File: src/rtl/control_cmd_dispatch_pkg.sv
// Shared constants and types for the UART command dispatcher.
// Opcode table index doubles as the handler index.
package control_cmd_dispatch_pkg;

  localparam int NUM_CMDS = 4;
  localparam int CMD_IDX_W = $clog2(NUM_CMDS);
  localparam int DEFAULT_TIMEOUT_CYCLES = 65535;

  localparam logic [7:0] CMD_NOP = 8'h00;
  localparam logic [NUM_CMDS-1:0][7:0] CMD_OPCODES = {
    8'h42, 8'h46, 8'h4C, 8'h52
  };

  typedef logic [CMD_IDX_W-1:0] cmd_index_t;
  typedef logic [NUM_CMDS-1:0] cmd_vec_t;

  typedef enum logic [1:0] {
    IDLE,
    ROUTE,
    ABORT
  } dispatch_state_t;

endpackage

File: src/rtl/control_cmd_dispatch_if.sv
// Byte-in / handler-out bundle of the command dispatcher.
// master = dispatcher side, slave = receiver + handlers side.
interface control_cmd_dispatch_if;
  import control_cmd_dispatch_pkg::*;

  logic [7:0] rx_data;
  logic       rx_valid;
  logic [7:0] cmd_data;
  cmd_vec_t   cmd_enable;
  cmd_vec_t   cmd_done;
  cmd_vec_t   cmd_reset;
  cmd_index_t active_cmd;
  logic       busy;
  logic       err_unknown;
  logic       err_timeout;

  modport master (
    input  rx_data, rx_valid, cmd_done,
    output cmd_data, cmd_enable, cmd_reset,
    output active_cmd, busy,
    output err_unknown, err_timeout
  );

  modport slave (
    output rx_data, rx_valid, cmd_done,
    input  cmd_data, cmd_enable, cmd_reset,
    input  active_cmd, busy,
    input  err_unknown, err_timeout
  );

endinterface

File: src/rtl/control_cmd_timeout.sv
// Loadable saturating up-counter with clear and terminal-count flag.
// Clear beats load, load beats count; it parks at MAX_COUNT.
module control_cmd_timeout #(
  parameter int MAX_COUNT = 65535,
  parameter int TERMINAL  = MAX_COUNT - 1,
  parameter int W         = $clog2(MAX_COUNT + 1)
) (
  input  logic         clk,
  input  logic         reset,
  input  logic         clear,
  input  logic         load,
  input  logic [W-1:0] load_value,
  input  logic         enable,
  output logic         terminal
);

  logic [W-1:0] count_q;

  always_ff @(posedge clk) begin
    if (reset) begin
      count_q <= '0;
    end else if (clear) begin
      count_q <= '0;
    end else if (load) begin
      count_q <= load_value;
    end else if (enable && count_q != W'(MAX_COUNT)) begin
      count_q <= count_q + W'(1);
    end
  end

  assign terminal = (count_q == W'(TERMINAL));

endmodule

File: src/rtl/control_cmd_dispatch.sv
// Routes UART bytes: first byte picks a handler, the rest are strobed
// to it until it reports done or the host stalls past the timeout.
module control_cmd_dispatch
  import control_cmd_dispatch_pkg::*;
#(
  parameter int TIMEOUT_CYCLES = DEFAULT_TIMEOUT_CYCLES
) (
  input  logic                  clk,
  input  logic                  reset,
  control_cmd_dispatch_if.master bus
);

  dispatch_state_t state_q, state_n;
  cmd_index_t      active_q, active_n;
  logic [7:0]      data_q, data_n;
  cmd_vec_t        enable_q, enable_n;
  cmd_vec_t        creset_q, creset_n;
  logic            eunk_q, eunk_n;
  logic            etmo_q, etmo_n;

  logic            tmo_clear, tmo_inc, tmo_term;
  logic            dec_hit, dec_unknown, take_op;
  cmd_index_t      dec_idx;

  control_cmd_timeout #(
    .MAX_COUNT(TIMEOUT_CYCLES)
  ) u_timeout (
    .clk       (clk),
    .reset     (reset),
    .clear     (tmo_clear),
    .load      (1'b0),
    .load_value('0),
    .enable    (tmo_inc),
    .terminal  (tmo_term)
  );

  // Lowest index wins if the table ever holds duplicates.
  always_comb begin
    dec_hit = 1'b0;
    dec_idx = '0;
    for (int i = 0; i < NUM_CMDS; i++) begin
      if (!dec_hit && bus.rx_data == CMD_OPCODES[i]) begin
        dec_hit = 1'b1;
        dec_idx = cmd_index_t'(i);
      end
    end
    dec_unknown = !dec_hit && (bus.rx_data != CMD_NOP);
  end

  always_comb begin
    state_n   = state_q;
    active_n  = active_q;
    data_n    = data_q;
    enable_n  = '0;
    creset_n  = '0;
    eunk_n    = 1'b0;
    etmo_n    = 1'b0;
    tmo_clear = 1'b0;
    tmo_inc   = 1'b0;
    take_op   = 1'b0;

    unique case (state_q)
      IDLE: begin
        tmo_clear = 1'b1;
        take_op   = bus.rx_valid;
      end
      ROUTE: begin
        if (bus.cmd_done[active_q]) begin
          state_n   = IDLE;
          tmo_clear = 1'b1;
          take_op   = bus.rx_valid;
        end else if (bus.rx_valid) begin
          data_n             = bus.rx_data;
          enable_n[active_q] = 1'b1;
          tmo_clear          = 1'b1;
        end else if (tmo_term) begin
          state_n            = ABORT;
          creset_n[active_q] = 1'b1;
          etmo_n             = 1'b1;
        end else begin
          tmo_inc = 1'b1;
        end
      end
      ABORT: begin
        state_n   = IDLE;
        tmo_clear = 1'b1;
      end
      default: begin
        state_n   = IDLE;
        tmo_clear = 1'b1;
      end
    endcase

    if (take_op) begin
      if (dec_hit) begin
        state_n   = ROUTE;
        active_n  = dec_idx;
        tmo_clear = 1'b1;
      end
      eunk_n = dec_unknown;
    end
  end

  always_ff @(posedge clk) begin
    if (reset) begin
      state_q  <= IDLE;
      active_q <= '0;
      data_q   <= '0;
      enable_q <= '0;
      creset_q <= '0;
      eunk_q   <= 1'b0;
      etmo_q   <= 1'b0;
    end else begin
      state_q  <= state_n;
      active_q <= active_n;
      data_q   <= data_n;
      enable_q <= enable_n;
      creset_q <= creset_n;
      eunk_q   <= eunk_n;
      etmo_q   <= etmo_n;
    end
  end

  assign bus.cmd_data    = data_q;
  assign bus.cmd_enable  = enable_q;
  assign bus.cmd_reset   = creset_q;
  assign bus.active_cmd  = active_q;
  assign bus.busy        = (state_q != IDLE);
  assign bus.err_unknown = eunk_q;
  assign bus.err_timeout = etmo_q;

endmodule

File: src/flat_wrapper.sv
// flat-port wrapper written by rule: the top's interface ports become plain ports
module control_cmd_dispatch_flat import control_cmd_dispatch_pkg::*;
#(
  parameter int TIMEOUT_CYCLES = DEFAULT_TIMEOUT_CYCLES
)
  (clk, reset, bus_rx_data, bus_rx_valid, bus_cmd_done, bus_cmd_data, bus_cmd_enable, bus_cmd_reset, bus_active_cmd, bus_busy, bus_err_unknown, bus_err_timeout);
  control_cmd_dispatch_if bus_i ();
  input  logic clk;
  input  logic reset;
  input wire logic [$bits(bus_i.rx_data)-1:0] bus_rx_data;
  input wire logic [$bits(bus_i.rx_valid)-1:0] bus_rx_valid;
  input wire logic [$bits(bus_i.cmd_done)-1:0] bus_cmd_done;
  output wire logic [$bits(bus_i.cmd_data)-1:0] bus_cmd_data;
  output wire logic [$bits(bus_i.cmd_enable)-1:0] bus_cmd_enable;
  output wire logic [$bits(bus_i.cmd_reset)-1:0] bus_cmd_reset;
  output wire logic [$bits(bus_i.active_cmd)-1:0] bus_active_cmd;
  output wire logic [$bits(bus_i.busy)-1:0] bus_busy;
  output wire logic [$bits(bus_i.err_unknown)-1:0] bus_err_unknown;
  output wire logic [$bits(bus_i.err_timeout)-1:0] bus_err_timeout;
  assign bus_i.rx_data = bus_rx_data;
  assign bus_i.rx_valid = bus_rx_valid;
  assign bus_i.cmd_done = bus_cmd_done;
  assign bus_cmd_data = bus_i.cmd_data;
  assign bus_cmd_enable = bus_i.cmd_enable;
  assign bus_cmd_reset = bus_i.cmd_reset;
  assign bus_active_cmd = bus_i.active_cmd;
  assign bus_busy = bus_i.busy;
  assign bus_err_unknown = bus_i.err_unknown;
  assign bus_err_timeout = bus_i.err_timeout;
  control_cmd_dispatch #(.TIMEOUT_CYCLES(TIMEOUT_CYCLES)) u_core (.clk(clk), .reset(reset), .bus(bus_i));
endmodule
File: config.mk
export PLATFORM = sky130hd
export DESIGN_NAME = control_cmd_dispatch_flat
export DESIGN_NICKNAME = d
export VERILOG_FILES = /design/src/rtl/control_cmd_dispatch_pkg.sv /design/src/rtl/control_cmd_dispatch_if.sv /design/src/rtl/control_cmd_timeout.sv /design/src/rtl/control_cmd_dispatch.sv /design/src/flat_wrapper.sv
export SDC_FILE = /design/constraint.sdc
export NUM_CORES = 1
export LEC_CHECK = 0
export BUFFER_PORTS_ARGS = -buffer_cell sky130_fd_sc_hd__buf_2
export CORE_ASPECT_RATIO = 0.5
export CORE_MARGIN = 10
export CORE_UTILIZATION = 58
export CTS_CLUSTER_SIZE = 16
export DETAILED_ROUTE_END_ITERATION = 7
export PLACE_DENSITY = 0.84
export SLEW_MARGIN = 10
export SYNTH_ARGS = -nofsm -noshare
export SYNTH_HDL_FRONTEND = slang
export SYNTH_SLANG_ARGS = --single-unit
File: constraint.sdc
create_clock -name clk -period 4.3 [get_ports clk]
set_input_delay 1.075 -clock clk [delete_from_list [all_inputs] [get_ports clk]]
set_output_delay 1.075 -clock clk [all_outputs]
set_load 0.03 [all_outputs]
==> summary.txt, run 1 <==
M1 GR Usage -> 16.3%
CTS resizes -> 0
initial antenna violation count -> 0
average size of a mapped cell -> 8.72 um2
GRT overflow -> 0
hold path start -> u_core.bus.cmd_data[6]
Seq/Total Area, Yosys -> 42.3%
DRT iter0 DRCs -> 94
vias in the first global route -> 1452
RePlAce Congestion -> 0.813
CTS tree -> built
R2R setup slack -> 2110 ps
Fill cells -> 234
area grow syn2layout -> 16.4%
Worst R2R Path Depth -> 4
number of core rows -> 14
relative slew slack -> 44.6%
cell count after synthesis -> 206
number of max-cap violations -> 0
Setup Viol. Count Final -> 0
syn nets -> 223
P per Cell Area -> 323 nW/um2
Die Height -> 59.4 um
die area -> 5860 um2
Clock Tree Root -> clkbuf_8
Leak -> 0.784 nW
first-pass GRT wire length -> 6.79 mm
fin. max-slew vios -> 0
Synth cell types -> 44
n_diodes -> 0
GRT Max-Usage Layer -> met2
Crit path required time -> 4460 ps
grt met3 use -> 4.66%
Clk pin slew, worst setup/hold paths -> 70 ps
r2r endpoint -> u_core.bus.cmd_data[0]
met2 Use GR -> 22.9%
CP Capture Type -> register
f_max -> 406 MHz
hold worst-path end -> u_core.bus.cmd_data[6]
Peak supply drop -> 188 uV
CTS max path bufs -> 2
Core Area -> 2980 um2
Yosys top cell area share -> 42.3%
Arrival @ worst endpoint -> 2620 ps
routed length per instance -> 14.4 um
worst reg2reg startpoint -> u_core.bus.active_cmd[1]
Yosys warnings -> 0
ANT nets after route -> 0
Tot GR Track Use -> 13.8%
worst-skew pair later-pin latency -> 280 ps
Initial Utilization -> 60.3%
Crit Path Category -> in2reg
Mapped Area -> 1800 um2
ys async rst share -> 0%
Hold Path Class -> reg2reg
Placed Cells -> 272
Hold Violations, Final -> 0
CTS buffer count -> 5
hold_buf cts -> 0
RSZ-0062 raised after global routing -> no
total number of vias -> 1651
Critical Path Source Type -> input pin
final worst path period share -> 57.2%
Routed Wire Length -> 4.03 mm
Tmin final -> 2460 ps
Post CTS Setup Buffer Count -> 0
Hold Path Stages -> 2
port bufs -> 35
Critical Path Fanout Max -> 13
number of flops mapped to enable cells by yosys -> 0
IO Pins -> 36
# nets final -> 256
Post-synth top cells -> dfxtp_1 (38), o21ai_0 (16), nor2_1 (13)
top cells by area, synth -> dfxtp_1 (42%), o21ai_0 (4.5%), nand2b_1 (4.2%)
htree depth -> 2
hpwl dp -> 2.84 mm
via/cell ratio -> 5.90
Post-Layout Cell Count -> 280
Sum Neg Setup Slack -> 0 ps
largest net degree at the start of global routing -> 27
Die X -> 98.7 um
flop and latch count out of synthesis -> 38
most common cell in the netlist -> dfxtp_1
TritonCTS Sinks -> 38
status -> complete, no violations
DRC viols -> 0
router iterations before antenna repair -> 4
main flop type after synthesis -> dfxtp_1
worst-margin pin slew -> 832 ps
layout cell share with drive strength beyond 1 -> 20.8%
largest area contributor in the netlist -> dfxtp_1
Max Clock Skew -> 4.17 ps
[metrics by stage]
step           worst slack [ps]  hold slack [ps]  instance area, um2  total power, mW  util, %
3_5_place_dp               1530              462                1990            0.389     66.7
6_report                   1840              474                2090            0.675     70.3
2_1_floorplan              2070              485                1800            0.376        -
5_1_grt                    1650              512                2090            0.698     70.3
4_1_cts                    1840              475                2090            0.678     70.3
3_3_place_gp               1620              457                1990            0.388     66.7
[routing by layer]
layer  vias to the layer above  share of wire, %
met1                       766                44
met4                         0               1.5
li1                        827                 -
met5                         -                 0
met2                        49                47
met3                         9               7.7
[how the worst max path moves through the flow]
stage | startpoint | to | slack (ps)
4_1_cts | bus_cmd_done[2] | u_core.bus.cmd_data[0] | 1840
5_1_grt | bus_cmd_done[3] | u_core.bus.cmd_data[0] | 1650
3_5_place_dp | bus_cmd_done[2] | u_core.bus.cmd_data[0] | 1530
2_1_floorplan | bus_cmd_done[2] | u_core.u_timeout.count_q[14] | 2070
6_report | bus_cmd_done[2] | u_core.bus.cmd_data[0] | 1840
3_3_place_gp | bus_cmd_done[2] | u_core.bus.cmd_data[6] | 1620
[kinds of logic after synthesis]
logic type      after synthesis  synth area share [%]
xor+xnor                      2                 0.975
mux                           3                  1.81
flops                        38                  42.3
buf+inv                      17                  3.69
compound gates               43                  15.0
fa+ha+maj                     2                  1.39
simple gates                101                  34.8
[state kept, by name (all words and copies together), names as in the netlist]
register                  cells
u_core.bus.active_cmd         2
u_core.bus.cmd_data           8
u_core.bus.cmd_enable         4
u_core.bus.cmd_reset          4
u_core.bus.err_timeout        1
u_core.bus.err_unknown        1
u_core.state_q                2
u_core.u_timeout.count_q     16
[critical path, stage by stage]
cell and delay (ps):
buf_2 90, mux2_2 280, o22ai_1 660, and2_1 360, o21ai_0 140
[area by class of cell]
class                           count  area (um2)  share of cell area [%]
Tap cell                           40        50.0                    2.39
Clock inverter                      1        30.0                    1.44
Sequential cell                    38         761                    36.4
Inverter                            8        30.0                    1.44
Multi-Input combinational cell    151         970                    46.4
Clock buffer                        7        76.3                    3.65
Timing Repair Buffer               35         175                    8.37
[layout by cell type (no fill, tap or decap), drive strengths merged, types with 2 or more instances in the layout]
cell and n:
a2111oi 2, a211oi 2, a21oi 11, a311oi 2, a31oi 2, and2 4
and3 3, and4 3, buf 35, clkbuf 7, dfxtp 38, ha 2
inv 8, mux2 2, nand2 11, nand2b 12, nand3 5, nand3b 3
nand4 6, nand4b 8, nor2 13, nor2b 2, nor3 11, nor3b 2
nor4 5, o21ai 16, o22ai 2, o31ai 2, or2 2, or3 5
xnor2 2
[where the power goes]
group          leakage [nW]  switching (mW)  total (mW)  internal (mW)
Clock                0.0524           0.121       0.295          0.174
Sequential            0.306        0.000500       0.353          0.352
Combinational         0.426          0.0157      0.0279         0.0122
Power figures use the tool's default switching activity.
==> inputs of run 2 (changes only) <==
CORE_UTILIZATION = 49   (was 58)
PLACE_DENSITY = 0.75   (was 0.84)
clock period = 2.1 ns   (was 4.3 ns; I/O delays follow)
==> summary.txt, run 2 (same netlist as run 1, synthesis figures left out) <==
P_int -> 0.972 mW (+81%)
status -> complete, no violations
IO Pins -> 36 (unchanged)
M1 WL -> 1.80 mm (+1.3%)
Hold Path Stages -> 2 (unchanged)
Design Area, Final -> 2140 um2 (+2.2%)
Arrival @ worst endpoint -> 2000 ps (-620 ps)
layout cell share with drive strength beyond 1 -> 23.9% (+3.1 points)
Hold Violations, Final -> 0 (unchanged)
initial antenna violation count -> 0 (unchanged)
WL met3 -> 268 um (-13%)
Routed Wire Length -> 3.85 mm (-4.2%)
Tot Pwr -> 1.25 mW (+85%)
Leak -> 0.817 nW (+4.1%)
worst-skew pair later-pin latency -> 280 ps (about the same)
worst-margin pin slew -> 563 ps (-268 ps)
vias in the first global route -> 1485 (+2.3%)
Hold Path Class -> reg2reg
CP Capture Type -> register
Die X -> 106 um (+7.0%)
number of core rows -> 15 (+1)
die area -> 6640 um2 (+13%)
Placed Area -> 2060 um2 (+3.7%)
Slowest-stage cell, CP -> dfxtp_1
final worst path period share -> 85.5%
Setup Viol. Count Final -> 0 (unchanged)
port bufs -> 35 (unchanged)
Switching Share -> 22.3% (+1.9 points)
Reg with most FFs -> u_core.u_timeout.count_q
DRT iter0 DRCs -> 48 (-49%)
# nets final -> 264 (+3.1%)
Critical Path Fanout Max -> 8 (-5)
Worst path max stage delay -> 470 ps (-190 ps)
ANT nets after route -> 0 (unchanged)
Multi-input gate area -> 970 um2 (unchanged)
Crit path required time -> 2300 ps (-2160 ps)
RSZ-0062 raised after global routing -> no
CTS max path bufs -> 2 (unchanged)
fin. max-slew vios -> 0 (unchanged)
TritonCTS Sinks -> 38 (unchanged)
via/cell ratio -> 5.47 (-7.3%)
Tmin final -> 1790 ps
DRC viols -> 0 (unchanged)
CTS buffer count -> 5 (unchanged)
Worst R2R Path Depth -> 4 (unchanged)
critical path, cell by cell -> mux2_2 -> o32ai_2 -> nand4_1 -> nor3_1
sw power -> 0.278 mW (+100%)
Fill cells -> 292 (+25%)
hold_buf cts -> 0 (unchanged)
Sequential Power Share -> 57.8% (+5.5 points)
CTS tree -> built
metal2 WL -> 1.74 mm (-7.1%)
Post CTS Setup Buffer Count -> 0 (unchanged)
first-pass GRT wire length -> 6.75 mm (-0.60%)
number of flip-flops in the largest register -> 16 (unchanged)
CTS resizes -> 0 (unchanged)
Clk pin slew, worst setup/hold paths -> 70 ps (about the same)
uppermost routed layer -> met4
Clock Tree Root -> clkbuf_8
n_diodes -> 0 (unchanged)
most common cell after layout, fill and taps aside -> dfxtp_1
Peak supply drop -> 292 uV (+55%)
area grow syn2layout -> 19.0%
Clk pwr share -> 37.3% (-6.3 points)
flip-flop and latch area -> 761 um2 (unchanged)
Critical Path Source Type -> register
total number of vias -> 1629 (-1.3%)
combinational share of power -> 4.9% (+0.8 points)
Die Height -> 62.8 um (+5.8%)
Layout Utilization -> 61.6% (-8.7 points)
Max Clock Skew -> 4.32 ps (+0.154 ps)
router iterations before antenna repair -> 4 (unchanged)
hpwl dp -> 2.94 mm (+3.6%)
relative slew slack -> 61.5% (+17 points)
RePlAce Congestion -> 0.847 (+4.2%)
Initial Utilization -> 51.7% (-8.6 points)
f_max -> 557 MHz
Sum Neg Setup Slack -> 0 ps (unchanged)
Core Area -> 3470 um2 (+17%)
largest net degree at the start of global routing -> 26 (-3.7%)
htree depth -> 2 (unchanged)
P per Cell Area -> 585 nW/um2 (+81%)
GRT overflow -> 0 (unchanged)
most frequent cells in the layout -> dfxtp_1 (38), buf_2 (35), o21ai_0 (16), nor2_1 (13), nand2b_1 (12)
number of max-cap violations -> 0 (unchanged)
routed length per instance -> 12.9 um (-10%)
Crit Path Category -> reg2reg
Tot GR Track Use -> 11.9% (-1.9 points)
## run 2: layout make-up
| cell class | instances | area share (%) |
|---|---|---|
| well taps | 51 | 2.98 |
| flip-flops and latches | 38 | 35.6 |
| clock inverters | 2 | 0.468 |
| repair buffers | 43 | 11.0 |
| multi-input cells | 151 | 45.3 |
| inverters | 8 | 1.40 |
| clock buffers | 5 | 3.22 |
## run 2: metal layers
| metal | vias to the layer above | global-route usage (%) |
|---|---|---|
| li1 | 847 | - |
| met1 | 738 | 14.4 |
| met2 | 40 | 18.8 |
| met3 | 4 | 4.53 |
| met4 | 0 | 4.19 |
| met5 | - | 0 |
## run 2: power by group through the flow
stage | sequential (mW) | clock [mW] | combinational [mW]
floorplan | 0.742 | 0 | 0.0282
global placement | 0.739 | 0 | 0.0591
detailed placement | 0.739 | 0 | 0.0610
CTS | 0.722 | 0.475 | 0.0610
global route | 0.722 | 0.505 | 0.0683
finish | 0.723 | 0.466 | 0.0614
## run 2: worst paths after layout
kind                                  from                 endpoint  slack, ps
setup / recovery  u_core.bus.active_cmd[1]  u_core.bus.cmd_reset[0]        310
hold / removal      u_core.bus.cmd_data[6]   u_core.bus.cmd_data[6]        470
setup reg to reg  u_core.bus.active_cmd[1]  u_core.bus.cmd_reset[0]        310
hold reg to reg     u_core.bus.cmd_data[6]   u_core.bus.cmd_data[6]        470
## run 2: worst max-delay path: cells and delay by family (launching register included)
family | cells | cell delay [ps]
mux | 1 | 400
flops | 1 | 470
simple gates | 2 | 520
compound gates | 1 | 320
## run 2: through the flow
stage	hold slack [ps]	instances	worst slack (ps)
after floorplan	485	206	97.7
after detailed placement	465	291	247
final	472	298	305
after global routing	482	298	83.4
after CTS	476	298	297
after global placement	458	291	285
==> inputs of run 3 (changes only) <==
ABC_AREA = 1   (was default)
CORE_UTILIZATION = 50   (was 49)
==> summary.txt, run 3 <==
status -> complete, no violations
Sum Neg Setup Slack -> 0 ps (unchanged)
number of max-cap violations -> 0 (unchanged)
cell count after synthesis -> 298 (+45%)
vias in the first global route -> 1956 (+32%)
total number of vias -> 2048 (+26%)
area grow syn2layout -> 13.0%
most frequent cells in the layout -> nand2_1 (81), dfxtp_1 (38), buf_2 (35), nand3_1 (29), inv_1 (26)
largest net degree at the start of global routing -> 17 (-35%)
RePlAce Congestion -> 0.885 (+4.5%)
Die Height -> 66.1 um (+5.2%)
hold slack -> 461 ps (-10.7 ps)
relative slew slack -> 77.3% (+16 points)
Sequential Power Share -> 57.1% (-0.7 points)
via/cell ratio -> 5.26 (-3.7%)
Crit path required time -> 2310 ps (about the same)
routed length per instance -> 13.4 um (+3.6%)
hpwl dp -> 3.80 mm (+29%)
router iterations before antenna repair -> 5 (+1)
number of flip-flops in the largest register -> 16 (unchanged)
worst reg2reg startpoint -> u_core.bus.active_cmd[0]
post-synthesis adder-cell area fraction -> 1.18% (-0.21 points)
Hold Violations, Final -> 0 (unchanged)
Yosys top cell area share -> 35.8% (-6.5 points)
P per Cell Area -> 528 nW/um2 (-9.7%)
Post-synth top cells -> nand2_1 (81), dfxtp_1 (38), nand3_1 (29)
# nets final -> 352 (+33%)
Routed Wire Length -> 5.21 mm (+35%)
Crit Path Category -> reg2reg
P_int -> 0.964 mW (-0.82%)
Peak supply drop -> 368 uV (+26%)
sw power -> 0.302 mW (+8.6%)
Post CTS Setup Buffer Count -> 0 (unchanged)
first-pass GRT wire length -> 8.59 mm (+27%)
critical path, cell by cell -> inv_2 -> nand2_1 -> nand2_1 -> nand2_1 -> nand2_2 -> nor2_4 -> buf_4 -> nand4_4 -> nor3_1
DRC viols -> 0 (unchanged)
DRT iter0 DRCs -> 112 (+130%)
Switching Share -> 23.9% (+1.6 points)
Top cell by count, worst path -> nand2_1
Worst R2R Path Depth -> 9 (+5)
Yosys warnings -> 0 (unchanged)
initial antenna violation count -> 0 (unchanged)
TritonCTS Sinks -> 38 (unchanged)
post-synthesis mux area share -> 0% (-1.8 points)
n_diodes -> 0 (unchanged)
worst-margin pin slew -> 339 ps (-224 ps)
Critical Path Source Type -> register
largest area contributor in the netlist -> dfxtp_1
main flop type after synthesis -> dfxtp_1
worst-skew pair later-pin latency -> 290 ps (about the same)
port bufs -> 35 (unchanged)
fin. max-slew vios -> 0 (unchanged)
ANT nets after route -> 0 (unchanged)
syn nets -> 315 (+41%)
Clock Tree Root -> clkbuf_8
hold path start -> u_core.bus.cmd_data[7]
most common cell after layout, fill and taps aside -> nand2_1
CP Capture Type -> register
ys async rst share -> 0% (unchanged)
r2r endpoint -> u_core.bus.cmd_reset[2]
Mapped Area -> 2120 um2 (+18%)
final worst path period share -> 88.7% (+3.3 points)
layout cell share with drive strength beyond 1 -> 23.6% (-0.30 points)
Clk pin slew, worst setup/hold paths -> 70 ps (about the same)
R2R setup slack -> 240 ps (-70 ps)
number of flops mapped to enable cells by yosys -> 0 (unchanged)
Reg with most FFs -> u_core.u_timeout.count_q
Simple-Gate Fraction of Synth Area -> 45.4% (+11 points)
Die X -> 112 um (+6.1%)
Slowest-stage cell, CP -> dfxtp_1
xor/xnor cell area share of the yosys netlist -> 1.24% (+0.26 points)
CTS max path bufs -> 2 (unchanged)
number of core rows -> 16 (+1)
Arrival @ worst endpoint -> 2070 ps (+70 ps)
RSZ-0062 raised after global routing -> no
Hold Path Class -> reg2reg
die area -> 7410 um2 (+12%)
hold worst-path end -> u_core.bus.cmd_data[7]
IO Pins -> 36 (unchanged)
Critical Path Fanout Max -> 13 (+5)
Worst path max stage delay -> 510 ps (+40 ps)
Seq/Total Area, Yosys -> 35.8% (-6.5 points)
GRT overflow -> 0 (unchanged)
CTS buffer count -> 5 (unchanged)
average size of a mapped cell -> 7.12 um2 (-18%)
Hold Path Stages -> 2 (unchanged)
Synth cell types -> 26 (-41%)
largest family of logic cells by synthesized area -> simple AND/OR/NAND/NOR gates
flop and latch count out of synthesis -> 38 (unchanged)
Clk pwr share -> 37.8% (+0.5 points)
Worst Setup SP -> u_core.bus.active_cmd[0]
Setup Viol. Count Final -> 0 (unchanged)
combinational share of power -> 5.2% (+0.3 points)
top cells by area, synth -> dfxtp_1 (36%), nand2_1 (14%), nand3_1 (6.8%)
Max Clock Skew -> 3.80 ps (-0.520 ps)
Tmin final -> 1860 ps (+68.5 ps)
hold_buf cts -> 0 (unchanged)
Core Area -> 4000 um2 (+15%)
most common cell in the netlist -> nand2_1
Leak -> 0.923 nW (+13%)
f_max -> 537 MHz (-3.7%)
Initial Utilization -> 53.0% (+1.3 points)
htree depth -> 2 (unchanged)
Fill cells -> 354 (+21%)
Synth Area in Compound Gates -> 8.37% (-6.6 points)
Tot GR Track Use -> 13.8% (+1.9 points)
CTS tree -> built
CTS resizes -> 0 (unchanged)
## run 3: cell types whose count changed after synthesis, sizes merged, moves of 8 or more
cell,previous run,this run
a21oi,11,26
inv,8,27
nand2,11,91
nand2b,12,0
nand3,5,32
nand4b,8,0
nor2,13,36
o21ai,16,5
## run 3: layout make-up
class / instances / area, um2 / share of cell area (%)
Clock inverter: 2 / 10.0 / 0.417
Tap cell: 54 / 67.6 / 2.82
Sequential cell: 38 / 761 / 31.7
Timing Repair Buffer: 38 / 198 / 8.24
Multi-Input combinational cell: 225 / 1190 / 49.7
Clock buffer: 5 / 68.8 / 2.87
Inverter: 27 / 101 / 4.23
## run 3: critical path: cells and delay by family (launching register included)
| family | cells | cell delay (ps) |
|---|---|---|
| buf+inv | 2 | 360 |
| flops | 1 | 510 |
| simple gates | 7 | 890 |
## run 3: through the flow
step           utilization (%)  area (um2)  power [mW]  std cells  worst slack (ps)
6_report                  59.9        2400        1.27        389               237
4_1_cts                   59.9        2400        1.28        389               242
3_5_place_dp              57.9        2320       0.804        382               243
2_1_floorplan                -        2120       0.777        298               415
3_3_place_gp              57.9        2320       0.802        382               336
5_1_grt                   59.9        2400        1.32        389              17.0
## run 3: cell families (layout without fill, tap and decap cells)
logic type	count (synthesis)	after routing
compound gates	32	32
xor+xnor	3	3
fa+ha+maj	2	2
flops	38	38
buf+inv	35	72
simple gates	188	188
## run 3: worst max path at each step
stage	endpoint	slack, ps	depth (start not counted)
floorplan	u_core.u_timeout.count_q[5]	410	11
global placement	u_core.bus.cmd_reset[1]	340	9
detailed placement	u_core.bus.cmd_reset[2]	240	9
CTS	u_core.bus.cmd_reset[2]	240	9
global route	u_core.bus.cmd_reset[3]	20	9
finish	u_core.bus.cmd_reset[2]	240	9
## run 3: power groups by stage
stage	Sequential, mW	Combinational [mW]	Clock (mW)
CTS	0.722	0.0647	0.494
finish	0.722	0.0655	0.478
global placement	0.739	0.0626	0
floorplan	0.742	0.0344	0
global route	0.722	0.0717	0.523
detailed placement	0.739	0.0643	0
## run 3: routing by layer
metal / wire length (um) / share of wire [%] / vias up / GRT usage, %
li1: - / - / 1044 / -
met1: 2310 / 44 / 924 / 15.7
met2: 2450 / 47 / 76 / 23.5
met3: 375 / 7.2 / 4 / 3.99
met4: 69 / 1.3 / 0 / 7.08
met5: 0 / 0 / - / 0
